<file path="config.mk">
export PLATFORM = sky130hd
export DESIGN_NAME = i2c_target_regfile
export DESIGN_NICKNAME = d
export VERILOG_FILES = /design/src/rtl/i2c_pkg.sv /design/src/rtl/i2c_bus_sync.sv /design/src/rtl/i2c_target_regfile.sv
export SDC_FILE = /design/constraint.sdc
export NUM_CORES = 1
export LEC_CHECK = 0
export ABC_AREA = 1
export BUFFER_PORTS_ARGS = -buffer_cell sky130_fd_sc_hd__buf_4
export CAP_MARGIN = 20
export CORE_UTILIZATION = 56
export DETAILED_ROUTE_END_ITERATION = 6
export HOLD_SLACK_MARGIN = 0.1
export PLACE_DENSITY = 0.81
export SLEW_MARGIN = 25
export SYNTH_ARGS = -nofsm -noshare
export SYNTH_HDL_FRONTEND = slang
export SYNTH_SLANG_ARGS = --single-unit
</file>
<file path="constraint.sdc">
create_clock -name clk -period 2.8 [get_ports clk]
set_clock_uncertainty 0.15 [all_clocks]
set_input_delay 0.42 -clock clk [delete_from_list [all_inputs] [get_ports clk]]
set_output_delay 0.42 -clock clk [all_outputs]
set_load 0.01 [all_outputs]
</file>
<file path="src/rtl/i2c_pkg.sv">
// Shared types and constants for the I2C target register file.
package i2c_pkg;

  typedef enum logic [3:0] {
    StIdle,
    StAddr,
    StAddrAck,
    StPtr,
    StPtrAck,
    StWdata,
    StWdataAck,
    StRdata,
    StRdataAck
  } i2c_tgt_state_e;

  localparam int unsigned I2C_BYTE_BITS = 8;
  localparam logic        I2C_ACK       = 1'b0;
  localparam logic        I2C_NACK      = 1'b1;

endpackage

</file>
<file path="src/rtl/i2c_bus_sync.sv">
// Synchronises SCL/SDA into the clk domain and derives SCL edges plus START/STOP events.
module i2c_bus_sync (
  input  logic clk,
  input  logic rst_b,
  input  logic scl_i,
  input  logic sda_i,
  output logic scl_rise,
  output logic scl_fall,
  output logic start_det,
  output logic stop_det,
  output logic sda
);

  // [0] and [1] are the synchroniser, [2] is the history flop. Reset to the idle-bus level.
  logic [2:0] scl_q, sda_q;

  always_ff @(posedge clk or negedge rst_b) begin
    if (!rst_b) begin
      scl_q <= 3'b111;
      sda_q <= 3'b111;
    end else begin
      scl_q <= {scl_q[1:0], scl_i};
      sda_q <= {sda_q[1:0], sda_i};
    end
  end

  assign scl_rise  = scl_q[1] & ~scl_q[2];
  assign scl_fall  = ~scl_q[1] & scl_q[2];
  assign start_det = scl_q[1] & scl_q[2] & sda_q[2] & ~sda_q[1];
  assign stop_det  = scl_q[1] & scl_q[2] & ~sda_q[2] & sda_q[1];
  assign sda       = sda_q[1];

endmodule

</file>
<file path="src/rtl/i2c_target_regfile.sv">
// I2C target with a register file and auto-incrementing pointer; reports every written byte.
module i2c_target_regfile
  import i2c_pkg::*;
#(
  parameter logic [6:0]  SLAVE_ADDR = 7'h50,
  parameter int unsigned NUM_REGS   = 16
) (
  input  logic                        clk,
  input  logic                        rst_b,
  input  logic                        scl_i,
  input  logic                        sda_i,
  output logic                        sda_oe,
  output logic                        busy,
  output logic                        wr_valid,
  output logic [$clog2(NUM_REGS)-1:0] wr_addr,
  output logic [7:0]                  wr_data
);

  localparam int unsigned PtrW = $clog2(NUM_REGS);

  logic scl_rise, scl_fall, start_det, stop_det, sda_s;

  i2c_bus_sync u_bus_sync (
    .clk      (clk),
    .rst_b    (rst_b),
    .scl_i    (scl_i),
    .sda_i    (sda_i),
    .scl_rise (scl_rise),
    .scl_fall (scl_fall),
    .start_det(start_det),
    .stop_det (stop_det),
    .sda      (sda_s)
  );

  i2c_tgt_state_e  state_q, state_d;
  logic [3:0]      cnt_q, cnt_d;
  logic [7:0]      shift_q, shift_d;
  logic [PtrW-1:0] ptr_q, ptr_d;
  logic            ptr_set_q, ptr_set_d;
  logic            sda_oe_q, sda_oe_d;
  logic            busy_q, busy_d;
  logic            wr_valid_q, wr_valid_d;
  logic [PtrW-1:0] wr_addr_q;
  logic [7:0]      wr_data_q;
  logic [7:0]      regs_q [NUM_REGS];
  logic            we;
  logic [7:0]      rd_byte;

  assign rd_byte = regs_q[ptr_q];

  // In ACK states cnt tracks the 9th bit: 0 before the drive fall, 1 driving, 2 after the rise.
  always_comb begin
    state_d    = state_q;
    cnt_d      = cnt_q;
    shift_d    = shift_q;
    ptr_d      = ptr_q;
    ptr_set_d  = ptr_set_q;
    sda_oe_d   = sda_oe_q;
    busy_d     = busy_q;
    wr_valid_d = 1'b0;
    we         = 1'b0;
    if (stop_det) begin
      state_d  = StIdle;
      cnt_d    = 4'd0;
      sda_oe_d = 1'b0;
      busy_d   = 1'b0;
    end else if (start_det) begin
      state_d   = StAddr;
      cnt_d     = 4'd0;
      sda_oe_d  = 1'b0;
      ptr_set_d = 1'b0;
    end else begin
      case (state_q)
        StAddr, StPtr, StWdata: begin
          if (scl_rise) begin
            shift_d = {shift_q[6:0], sda_s};
            cnt_d   = cnt_q + 4'd1;
            if (cnt_q == 4'(I2C_BYTE_BITS - 1)) begin
              cnt_d = 4'd0;
              if (state_q == StAddr) begin
                if (shift_d[7:1] == SLAVE_ADDR) begin
                  state_d = StAddrAck;
                  busy_d  = 1'b1;
                end else begin
                  state_d = StIdle;
                end
              end else if (state_q == StPtr) begin
                ptr_d     = shift_d[PtrW-1:0];
                ptr_set_d = 1'b1;
                state_d   = StPtrAck;
              end else begin
                we         = 1'b1;
                wr_valid_d = 1'b1;
                state_d    = StWdataAck;
              end
            end
          end
        end
        StAddrAck, StPtrAck, StWdataAck: begin
          if (scl_fall && cnt_q == 4'd0) begin
            sda_oe_d = 1'b1;
            cnt_d    = 4'd1;
          end else if (scl_rise && cnt_q == 4'd1) begin
            cnt_d = 4'd2;
          end else if (scl_fall && cnt_q == 4'd2) begin
            sda_oe_d = 1'b0;
            cnt_d    = 4'd0;
            if (state_q == StAddrAck) begin
              if (shift_q[0]) begin
                state_d  = StRdata;
                shift_d  = rd_byte;
                sda_oe_d = ~rd_byte[7];
              end else begin
                state_d = ptr_set_q ? StWdata : StPtr;
              end
            end else if (state_q == StPtrAck) begin
              state_d = StWdata;
            end else begin
              ptr_d   = ptr_q + 1'b1;
              state_d = StWdata;
            end
          end
        end
        StRdata: begin
          if (scl_rise && cnt_q < 4'(I2C_BYTE_BITS)) begin
            cnt_d = cnt_q + 4'd1;
          end else if (scl_fall) begin
            if (cnt_q == 4'(I2C_BYTE_BITS)) begin
              sda_oe_d = 1'b0;
              cnt_d    = 4'd0;
              state_d  = StRdataAck;
            end else begin
              shift_d  = {shift_q[6:0], 1'b0};
              sda_oe_d = ~shift_q[6];
            end
          end
        end
        StRdataAck: begin
          if (scl_rise && cnt_q == 4'd0) begin
            if (sda_s == I2C_ACK) begin
              ptr_d = ptr_q + 1'b1;
              cnt_d = 4'd1;
            end else begin
              state_d = StIdle;
            end
          end else if (scl_fall && cnt_q == 4'd1) begin
            cnt_d    = 4'd0;
            state_d  = StRdata;
            shift_d  = rd_byte;
            sda_oe_d = ~rd_byte[7];
          end
        end
        default: state_d = StIdle;
      endcase
    end
  end

  always_ff @(posedge clk or negedge rst_b) begin
    if (!rst_b) begin
      state_q    <= StIdle;
      cnt_q      <= 4'd0;
      shift_q    <= 8'h00;
      ptr_q      <= '0;
      ptr_set_q  <= 1'b0;
      sda_oe_q   <= 1'b0;
      busy_q     <= 1'b0;
      wr_valid_q <= 1'b0;
      wr_addr_q  <= '0;
      wr_data_q  <= 8'h00;
      for (int i = 0; i < int'(NUM_REGS); i++) regs_q[i] <= 8'h00;
    end else begin
      state_q    <= state_d;
      cnt_q      <= cnt_d;
      shift_q    <= shift_d;
      ptr_q      <= ptr_d;
      ptr_set_q  <= ptr_set_d;
      sda_oe_q   <= sda_oe_d;
      busy_q     <= busy_d;
      wr_valid_q <= wr_valid_d;
      if (we) begin
        regs_q[ptr_q] <= shift_d;
        wr_addr_q     <= ptr_q;
        wr_data_q     <= shift_d;
      end
    end
  end

  assign sda_oe   = sda_oe_q;
  assign busy     = busy_q;
  assign wr_valid = wr_valid_q;
  assign wr_addr  = wr_addr_q;
  assign wr_data  = wr_data_q;

endmodule

</file>
==> results of run 1 <==
-- through the flow --
stage	util	hold WS [ns]	area, um2
floorplan	-	-0.02559	9389
global placement	0.6093	0.1640	9819
detailed placement	0.6093	0.1670	9819
CTS	0.6466	0.2086	10420
global route	0.6466	0.2154	10420
finish	0.6466	0.2061	10420
-- power groups by stage --
stage	combinational, mW	sequential [mW]	clock, mW
5_1_grt	2.64	2.71	2.41
4_1_cts	2.36	2.69	2.32
3_3_place_gp	2.32	2.73	0
3_5_place_dp	2.34	2.73	0
2_1_floorplan	1.66	2.68	0
6_report	2.42	2.69	2.30
-- kinds of logic (layout without fill, tap and decap cells) --
logic type,Yosys count,after routing,share of synthesized area
buffers and inverters,213,253,0.09541
AND/OR/NAND/NOR,932,932,0.4064
XOR/XNOR,2,2,0.001866
flip-flops,170,170,0.4539
multiplexers,1,1,0.001066
AO/OA/AOI/OAI,51,51,0.03065
adder cells (fa/ha/maj),8,8,0.01066
-- worst max-delay path, cell delays in order (launching register included) --
cell and delay [ns]:
dfstp_2 0.55, inv_1 0.06, nor2_2 0.19, inv_1 0.20
nor3_4 0.34, nand2_1 0.29, nor2_2 0.40, inv_2 0.17
nand2_1 0.09, nand2_1 0.06
-- area by class of cell --
| type | count | area (um2) | share of cell area |
|---|---|---|---|
| sequential | 170 | 4263 | 0.4091 |
| tap | 216 | 270.3 | 0.02594 |
| inverter | 176 | 660.6 | 0.06340 |
| multi-input combinational | 994 | 4232 | 0.4061 |
| clock buffer | 19 | 452.9 | 0.04347 |
| clock inverter | 13 | 117.6 | 0.01129 |
| timing repair buffer | 45 | 424.2 | 0.04071 |
-- placed cells by master, fill, tap and decap left out, types with 3 or more instances in the layout --
cell type / n
a21oi_1: 9
dfrtp_1: 163
nand2_4: 6
nor2_1: 39
ha_1: 8
buf_4: 35
nand4_1: 5
nor2_2: 19
nand2_2: 9
nor3_1: 4
buf_12: 6
clkinv_2: 4
dlygate4sd3_1: 3
dfstp_2: 6
inv_2: 21
o21ai_0: 33
nand2_1: 732
inv_1: 155
inv_6: 4
nand3_1: 107
clkbuf_16: 17
-- final timing paths --
check | end | cells past startpoint | slack (ns)
setup / recovery | regs_q[45] | 9 | 0.18
hold / removal | u_bus_sync.scl_q[1] | 0 | 0.21
setup reg to reg | regs_q[45] | 9 | 0.18
hold reg to reg | u_bus_sync.scl_q[1] | 0 | 0.21
max in group asynchronous | regs_q[85] | 3 | 1.54
min in group asynchronous | cnt_q[0] | 2 | 0.27
-- registers in the layout, indices dropped and copies added (netlist names) --
name	cells
regs_q	128
shift_q	8
wr_data	8
cnt_q	4
ptr_q	4
state_q	4
wr_addr	4
u_bus_sync.scl_q	3
u_bus_sync.sda_q	3
busy	1
ptr_set_q	1
sda_oe	1
wr_valid	1
-- metal layers --
layer | vias up | track usage | share of wire
met5 | - | 0 | 0
met1 | 4109 | 0.4024 | 0.41
li1 | 4202 | - | -
met4 | 0 | 0.1428 | 0.038
met3 | 92 | 0.05941 | 0.085
met2 | 436 | 0.4797 | 0.47
==> metrics.yaml, run 1 <==
synth_ff_type: "dfrtp_1"
syn_nets: 1389
drtIter0Drc: 938
fin_crit_sh: 0.9365
p_leak_nw: 5.793
clk_pin_slew_ns: 0.07
detail_route.vias_per_cell: 5.413
cts-root-buf: "clkbuf_16"
yosysTopAreaCell: "dfrtp_1"
max_freq_mhz: 381.3
yosys-top-cells-count: "nand2_1 (732), dfrtp_1 (164), inv_1 (156)"
synth-edff-count: 0
switching_power_mw: 2.935
tightest_slew_ns: 0.6447
power_density_nw_per_um2: 711.2
layout_setup_ws_ns: 0.1777
intPower_mw: 4.476
ys_seq_elements: 170
hold_viol_final: 0
synth.most_common_cell: "nand2_1"
cts_buffer_depth: 2
seq_power_share: 0.363
via_count: 8839
yosys_warnings: 0
crit_arrival_ns: 2.79
startpoint: "u_bus_sync.scl_q[1]"
nFillCells: 1417
start_util: 0.5826
place_inst: 1598
synthTopCellsByArea: "dfrtp_1 (44%), nand2_1 (29%), inv_1 (6.2%)"
max_cap_violations: 0
post-place-ws_ns: 0.2650
fin_nets: 1416
grt_pass1_wl_um: 41610
finalPower_mw: 7.411
cp-start-kind: "flop"
wire_per_inst_um: 15.36
htreeDepth: 4
drive_above_1_share: 0.1016
relSlewSlack: 0.5686
min_period_ns: 2.622
stdcell_count: 1633
cp_data_required_time_ns: 2.97
post_cts_buffers: 0
drc: 0
dieArea_um2: 17290
postRouteAntennaNets: 0
synthToLayoutAreaGrowth_pct: 10.98
fp.dieH_um: 131.5
grt_util_all_layers: 0.3038
cp-end-kind: "flop"
io_buffers: 18
coreArea_um2: 16120
cts_sinks: 170
synth_cell_type_count: 39
ir_worst_vdd_mv: 0.4696
rsz0062_at_grt: "no"
grt-ovfl-total: 0
cts_resized: 0
die_w_um: 131.5
cts_tree: "yes"
syn_inst: 1377
drv_slew: 0
rr_startpoint: "u_bus_sync.scl_q[1]"
ys_async_sr_fraction: 1.000
first_global_vias: 8441
cts_hold_buf: 3
swShare: 0.3960
routed_wl_um: 25080
p_clk_frac: 0.310
hpwl_um: 16170
io-pin-count: 19
report.final.setup_viol: 0
grt_max_degree: 68
placementRows: 46
min-delay-start: "u_bus_sync.scl_q[0]"
outcome: "completed"
cts_inserted_buffers: 17
tns_ns: 0
min_path_type: "reg -> reg"
seq_area_frac_synth: 0.4539
crit_type: "reg -> reg"
worstPathMaxFanout: 9
clk_latency_ns: 0.44
avgSynthCellArea_um2: 6.818
antenna_found_initial: 0
place_congestion: 0.9630
first_pass_iters: 6
syn_area_um2: 9389
power_frac_comb: 0.326
yosysTopAreaCellShare: 0.4371
diodes: 0
Power figures use the tool's default switching activity.
==> inputs of run 2 (changes only) <==
--- a/config.mk
+++ b/config.mk
@@ -5,13 +5,12 @@
 export SDC_FILE = /design/constraint.sdc
 export NUM_CORES = 1
 export LEC_CHECK = 0
-export ABC_AREA = 1
 export BUFFER_PORTS_ARGS = -buffer_cell sky130_fd_sc_hd__buf_4
 export CAP_MARGIN = 20
 export CORE_UTILIZATION = 56
 export DETAILED_ROUTE_END_ITERATION = 6
 export HOLD_SLACK_MARGIN = 0.1
-export PLACE_DENSITY = 0.81
+export PLACE_DENSITY = 0.82
 export SLEW_MARGIN = 25
 export SYNTH_ARGS = -nofsm -noshare
 export SYNTH_HDL_FRONTEND = slang
==> run 2 against run 1 <==
Compared with the run above:
- sequential cell count is the same
- largest power group unchanged
- register-to-register slack got worse by 0.13 ns
- final area shrank 9.0%
- via count down 25%
- critical path type unchanged
- global-route usage increased by 0.10 points
- sequential share of layout area grew 4.1 points
- first-iteration DRC count down 22%
- routed wire length shrank 10%
- non-clock buffer count up 10
- sequential power is 6% lower
- hold slack better by 0.00063 ns
==> metrics.yaml, run 2 <==
outcome: "completed"
hold_viol_final: 0
via_count: 6671
clk_pin_slew_ns: 0.07
clk_latency_ns: 0.43
detail_route.vias_per_cell: 6.664
antenna_found_initial: 0
syn_inst: 799
hold_slack_ns: 0.2067
io-pin-count: 19
hpwl_um: 15340
p_leak_nw: 4.213
min_period_ns: 2.749
start_util: 0.5767
drive_above_1_share: 0.2215
nFillCells: 1023
fin_crit_sh: 0.9819
finalInstanceArea_um2: 9479
io_buffers: 18
dpl_cell_area_um2: 8821
post-place-ws_ns: 0.08125
coreArea_um2: 14590
cp-start-kind: "flop"
synthTopCellsByArea: "dfrtp_1 (49%), mux4_2 (10%), a21oi_1 (5.8%)"
crit_arrival_ns: 2.89
finalPower_mw: 5.226
ys_seq_elements: 170
report.final.setup_viol: 0
synth_ff_type: "dfrtp_1"
cts_tree: "yes"
drtIter0Drc: 731
dieArea_um2: 15520
wire_per_inst_um: 22.47
cts_inserted_buffers: 17
synthToLayoutAreaGrowth_pct: 12.67
tightest_slew_ns: 0.7791
layout_setup_ws_ns: 0.05068
htreeDepth: 4
regMostFlops: "regs_q"
cp_data_required_time_ns: 2.94
fp.dieH_um: 124.6
ys_async_sr_fraction: 1.000
layout_common_cells: "dfrtp_1 (163), nor2_1 (112), a21oi_1 (98), o21ai_0 (47), buf_4 (45)"
post_cts_buffers: 0
ir_worst_vdd_mv: 0.3980
first_pass_iters: 7
worstHoldEndpoint: "u_bus_sync.sda_q[1]"
cts_sinks: 170
max_freq_mhz: 363.7
die_w_um: 124.6
place_congestion: 0.8873
hold_depth: 0
first_global_vias: 6716
min_path_type: "reg -> reg"
yosys-top-cells-count: "dfrtp_1 (164), nor2_1 (112), a21oi_1 (98)"
seq_area_frac_synth: 0.5065
yosys_warnings: 0
grt-ovfl-total: 0
cts_buffer_depth: 2
grt_max_degree: 67
min-delay-start: "u_bus_sync.sda_q[0]"
layout_commonest_cell: "dfrtp_1"
yosysTopAreaCell: "dfrtp_1"
max_cap_violations: 0
synth.most_common_cell: "dfrtp_1"
worstPathMaxFanout: 12
rsz0062_at_grt: "no"
rr_endpoint: "state_q[0]"
largest_reg_flops: 128
synth_cell_type_count: 64
crit_type: "reg -> reg"
drv_slew: 0
syn_nets: 811
diodes: 0
placementRows: 44
syn_area_um2: 8413
synth-edff-count: 0
relSlewSlack: 0.4771
r2r_slack_ns: 0.05
yosysTopAreaCellShare: 0.4878
grt_pass1_wl_um: 36400
grt_util_all_layers: 0.3048
power_density_nw_per_um2: 551.3
tns_ns: 0
drc: 0
fin_nets: 817
rr_startpoint: "u_bus_sync.scl_q[1]"
postRouteAntennaNets: 0
avgSynthCellArea_um2: 10.53
cp-end-kind: "flop"
routed_wl_um: 22490
cts-root-buf: "clkbuf_16"
r2r_cells: 5
[run 2: final cells by class]
class	count	area, um2	share of cell area
well taps	184	230.2	0.02429
clock buffers	19	452.9	0.04778
multi-input cells	545	3820	0.4030
inverters	16	60.06	0.006336
clock inverters	12	153.9	0.01624
repair buffers	55	499.2	0.05267
flip-flops and latches	170	4263	0.4497
[run 2: cells by family after synthesis]
| family | synth area share |
|---|---|
| AND/OR/NAND/NOR | 0.1480 |
| AO/OA/AOI/OAI | 0.1541 |
| flip-flops | 0.5065 |
| buffers and inverters | 0.04194 |
| multiplexers | 0.1365 |
| adder cells (fa/ha/maj) | 0.01190 |
| XOR/XNOR | 0.001041 |
[run 2: through the flow]
step	util	instances
floorplan	-	799
finish	0.6497	1001
CTS	0.6483	1001
global placement	0.6046	967
detailed placement	0.6046	967
global route	0.6497	1001
[run 2: repair_timing]
item | 4_1_cts | 5_1_grt
hold buffers | 3 | 0
endpoints found under the setup margin | 0 | 55
gates resized for setup | 0 | 8
hold endpoints to repair | 60 | 0
[run 2: worst max-delay path by stage]
stage | from | endpoint | slack [ns] | depth (start not counted)
2_1_floorplan | ptr_q[0] | shift_q[2] | 0.45 | 5
3_3_place_gp | u_bus_sync.scl_q[1] | state_q[0] | 0.1 | 5
3_5_place_dp | u_bus_sync.scl_q[1] | state_q[0] | 0.08 | 5
4_1_cts | u_bus_sync.scl_q[1] | state_q[0] | 0.06 | 5
5_1_grt | ptr_q[2] | regs_q[17] | 0.02 | 7
6_report | u_bus_sync.scl_q[1] | state_q[0] | 0.05 | 5
[run 2: power by group]
part	internal [mW]	total, mW	switching, mW
Sequential	2.48	2.52	0.0364
Clock	1.39	2.42	1.03
Combinational	0.105	0.291	0.186
[run 2: critical path, stage by stage, from the launching register on]
cell     delay (ns)
dfstp_2        0.65
or4b_1         0.53
o21ai_0        0.59
a31oi_1        0.16
o21ai_0        0.39
mux2i_1        0.14
[run 2: metal layers]
metal,wire length [um],GRT usage,vias up
li1,-,-,2895
met1,8834,0.3827,3339
met2,11260,0.5031,349
met3,1505,0.07174,88
met4,889,0.1375,0
met5,0,0,-
==> inputs of run 3 (changes only) <==
--- a/config.mk
+++ b/config.mk
@@ -7,10 +7,10 @@
 export LEC_CHECK = 0
 export BUFFER_PORTS_ARGS = -buffer_cell sky130_fd_sc_hd__buf_4
 export CAP_MARGIN = 20
-export CORE_UTILIZATION = 56
+export CORE_UTILIZATION = 45
 export DETAILED_ROUTE_END_ITERATION = 6
 export HOLD_SLACK_MARGIN = 0.1
-export PLACE_DENSITY = 0.82
+export PLACE_DENSITY = 0.7
 export SLEW_MARGIN = 25
 export SYNTH_ARGS = -nofsm -noshare
 export SYNTH_HDL_FRONTEND = slang
==> run 3 against run 2 <==
Compared with the run above:
- the run now ends with DRC left
- via count down 5.1%
- sequential share of layout area fell by 0.65 points
- first-iteration DRC count decreased by 15%
- count of clock-buffer cells in the layout shrank 1
- setup slack improved by 0.17 ns
- largest power group unchanged
- highest routed layer unchanged
==> metrics.yaml, run 3 (synthesis results as in run 2) <==
outcome: "complete, but fails checks"
violations: "DRC"
cp-start-kind: "flop"
largest_reg_flops: 128
path_buf_inv: 1
dieArea_um2: 19250
regMostFlops: "regs_q"
io_buffers: 18
rr_endpoint: "regs_q[114]"
grt_util_all_layers: 0.2349
grt_pass1_wl_um: 34670
crit_chain: "nand4bb_1 > or3_1 > inv_2 > and4_1 > nor2_1 > a21oi_1"
clk_pin_slew_ns: 0.07
antenna_found_initial: 1
wire_per_inst_um: 19.90
place_inst: 1031
via_count: 6329
die_w_um: 138.7
fp.dieH_um: 138.7
rr_startpoint: "state_q[2]"
crit_type: "reg -> reg"
max_cap_violations: 0
layout_setup_ws_ns: 0.2241
min-delay-start: "u_bus_sync.sda_q[0]"
drc: 4
seq_area_um2: 4264
drv_slew: 0
p_leak_nw: 4.288
io-pin-count: 19
coreArea_um2: 18150
power_density_nw_per_um2: 522.7
grt_max_degree: 61
placementRows: 49
htreeDepth: 4
cts_sinks: 170
clk_latency_ns: 0.43
relSlewSlack: 0.4812
tightest_slew_ns: 0.7731
tns_ns: 0
drtIter0Drc: 621
worstHoldEndpoint: "u_bus_sync.sda_q[1]"
cp_data_required_time_ns: 3.01
r2r_slack_ns: 0.22
ir_worst_vdd_mv: 0.4374
crit_arrival_ns: 2.78
multiInputGateArea_um2: 3814
synthToLayoutAreaGrowth_pct: 14.35
fin_nets: 839
start_util: 0.4636
dpl_cell_area_um2: 8995
min_period_ns: 2.576
finalPower_mw: 5.028
cp_top_family: "simple AND/OR/NAND/NOR gates"
cts_buffer_depth: 2
grt-ovfl-total: 0
hpwl_um: 14420
drive_above_1_share: 0.2306
hold_depth: 0
min_path_type: "reg -> reg"
cpPeakStageDelay_ns: 0.66
fin_crit_sh: 0.9200
hold_viol_final: 0
routed_wl_um: 21230
stdcell_count: 1067
detail_route.vias_per_cell: 5.932
post-place-ws_ns: -0.1150
r2r_cells: 6
cpMaxStageDelayCell: "dfrtp_1"
report.final.setup_viol: 0
layout_common_cells: "dfrtp_1 (162), nor2_1 (112), a21oi_1 (98), buf_4 (68), o21ai_0 (47)"
cp.depth: 6
postRouteAntennaNets: 0
max_freq_mhz: 388.2
finalInstanceArea_um2: 9620
rsz0062_at_grt: "no"
cts_inserted_buffers: 17
cts-root-buf: "clkbuf_16"
cts_tree: "yes"
first_pass_iters: 7
place_congestion: 0.9591
first_global_vias: 6291
cp-end-kind: "flop"
layout_commonest_cell: "dfrtp_1"
worstPathMaxFanout: 17
nFillCells: 1583
[run 3: how the worst max path moves through the flow]
stage	start	slack, ns	endpoint
floorplan	ptr_q[0]	0.45	shift_q[2]
global placement	ptr_q[2]	-0.06	regs_q[120]
detailed placement	ptr_q[2]	-0.11	regs_q[48]
CTS	state_q[3]	0.11	regs_q[56]
global route	state_q[2]	0.04	regs_q[124]
finish	state_q[2]	0.22	regs_q[114]
[run 3: what timing repair did]
item | CTS | global route
hold endpoints to repair | 59 | 0
gates resized for setup | 0 | 4
cloned | 0 | 0
hold buffers | 3 | 0
pin swaps | 1 | 0
endpoints found under the setup margin | 9 | 12
buffers inserted | 3 | 0
[run 3: area by class of cell]
cell class / instances / area share
Inverter: 16 / 0.006243
Clock inverter: 11 / 0.01171
Tap cell: 229 / 0.02978
Timing Repair Buffer: 77 / 0.06776
Sequential cell: 170 / 0.4432
Antenna cell: 1 / 0.0002601
Multi-Input combinational cell: 545 / 0.3964
Clock buffer: 18 / 0.04461
[run 3: power breakdown]
part	internal [mW]	switching (mW)	total, mW
clock	1.22	0.999	2.22
combinational	0.107	0.183	0.290
sequential	2.48	0.0337	2.52
[run 3: through the flow]
step                hold WS [ns]    util
finish                    0.2056  0.5301
global route              0.2142  0.5300
global placement          0.1768  0.4957
detailed placement        0.1791  0.4957
floorplan               -0.02559       -
CTS                       0.2062  0.5291
[run 3: metal layers]
layer	track usage	routed length, um
met4	0.07836	534
met1	0.3280	9458
met2	0.3695	10030
met3	0.04696	1204
met5	0	0
[run 3: worst register-to-register path, stage by stage (launching register included)]
cell	delay (ns)
dfrtp_1	0.66
nand4bb_1	0.22
or3_1	0.40
inv_2	0.26
and4_1	0.60
nor2_1	0.08
a21oi_1	0.13
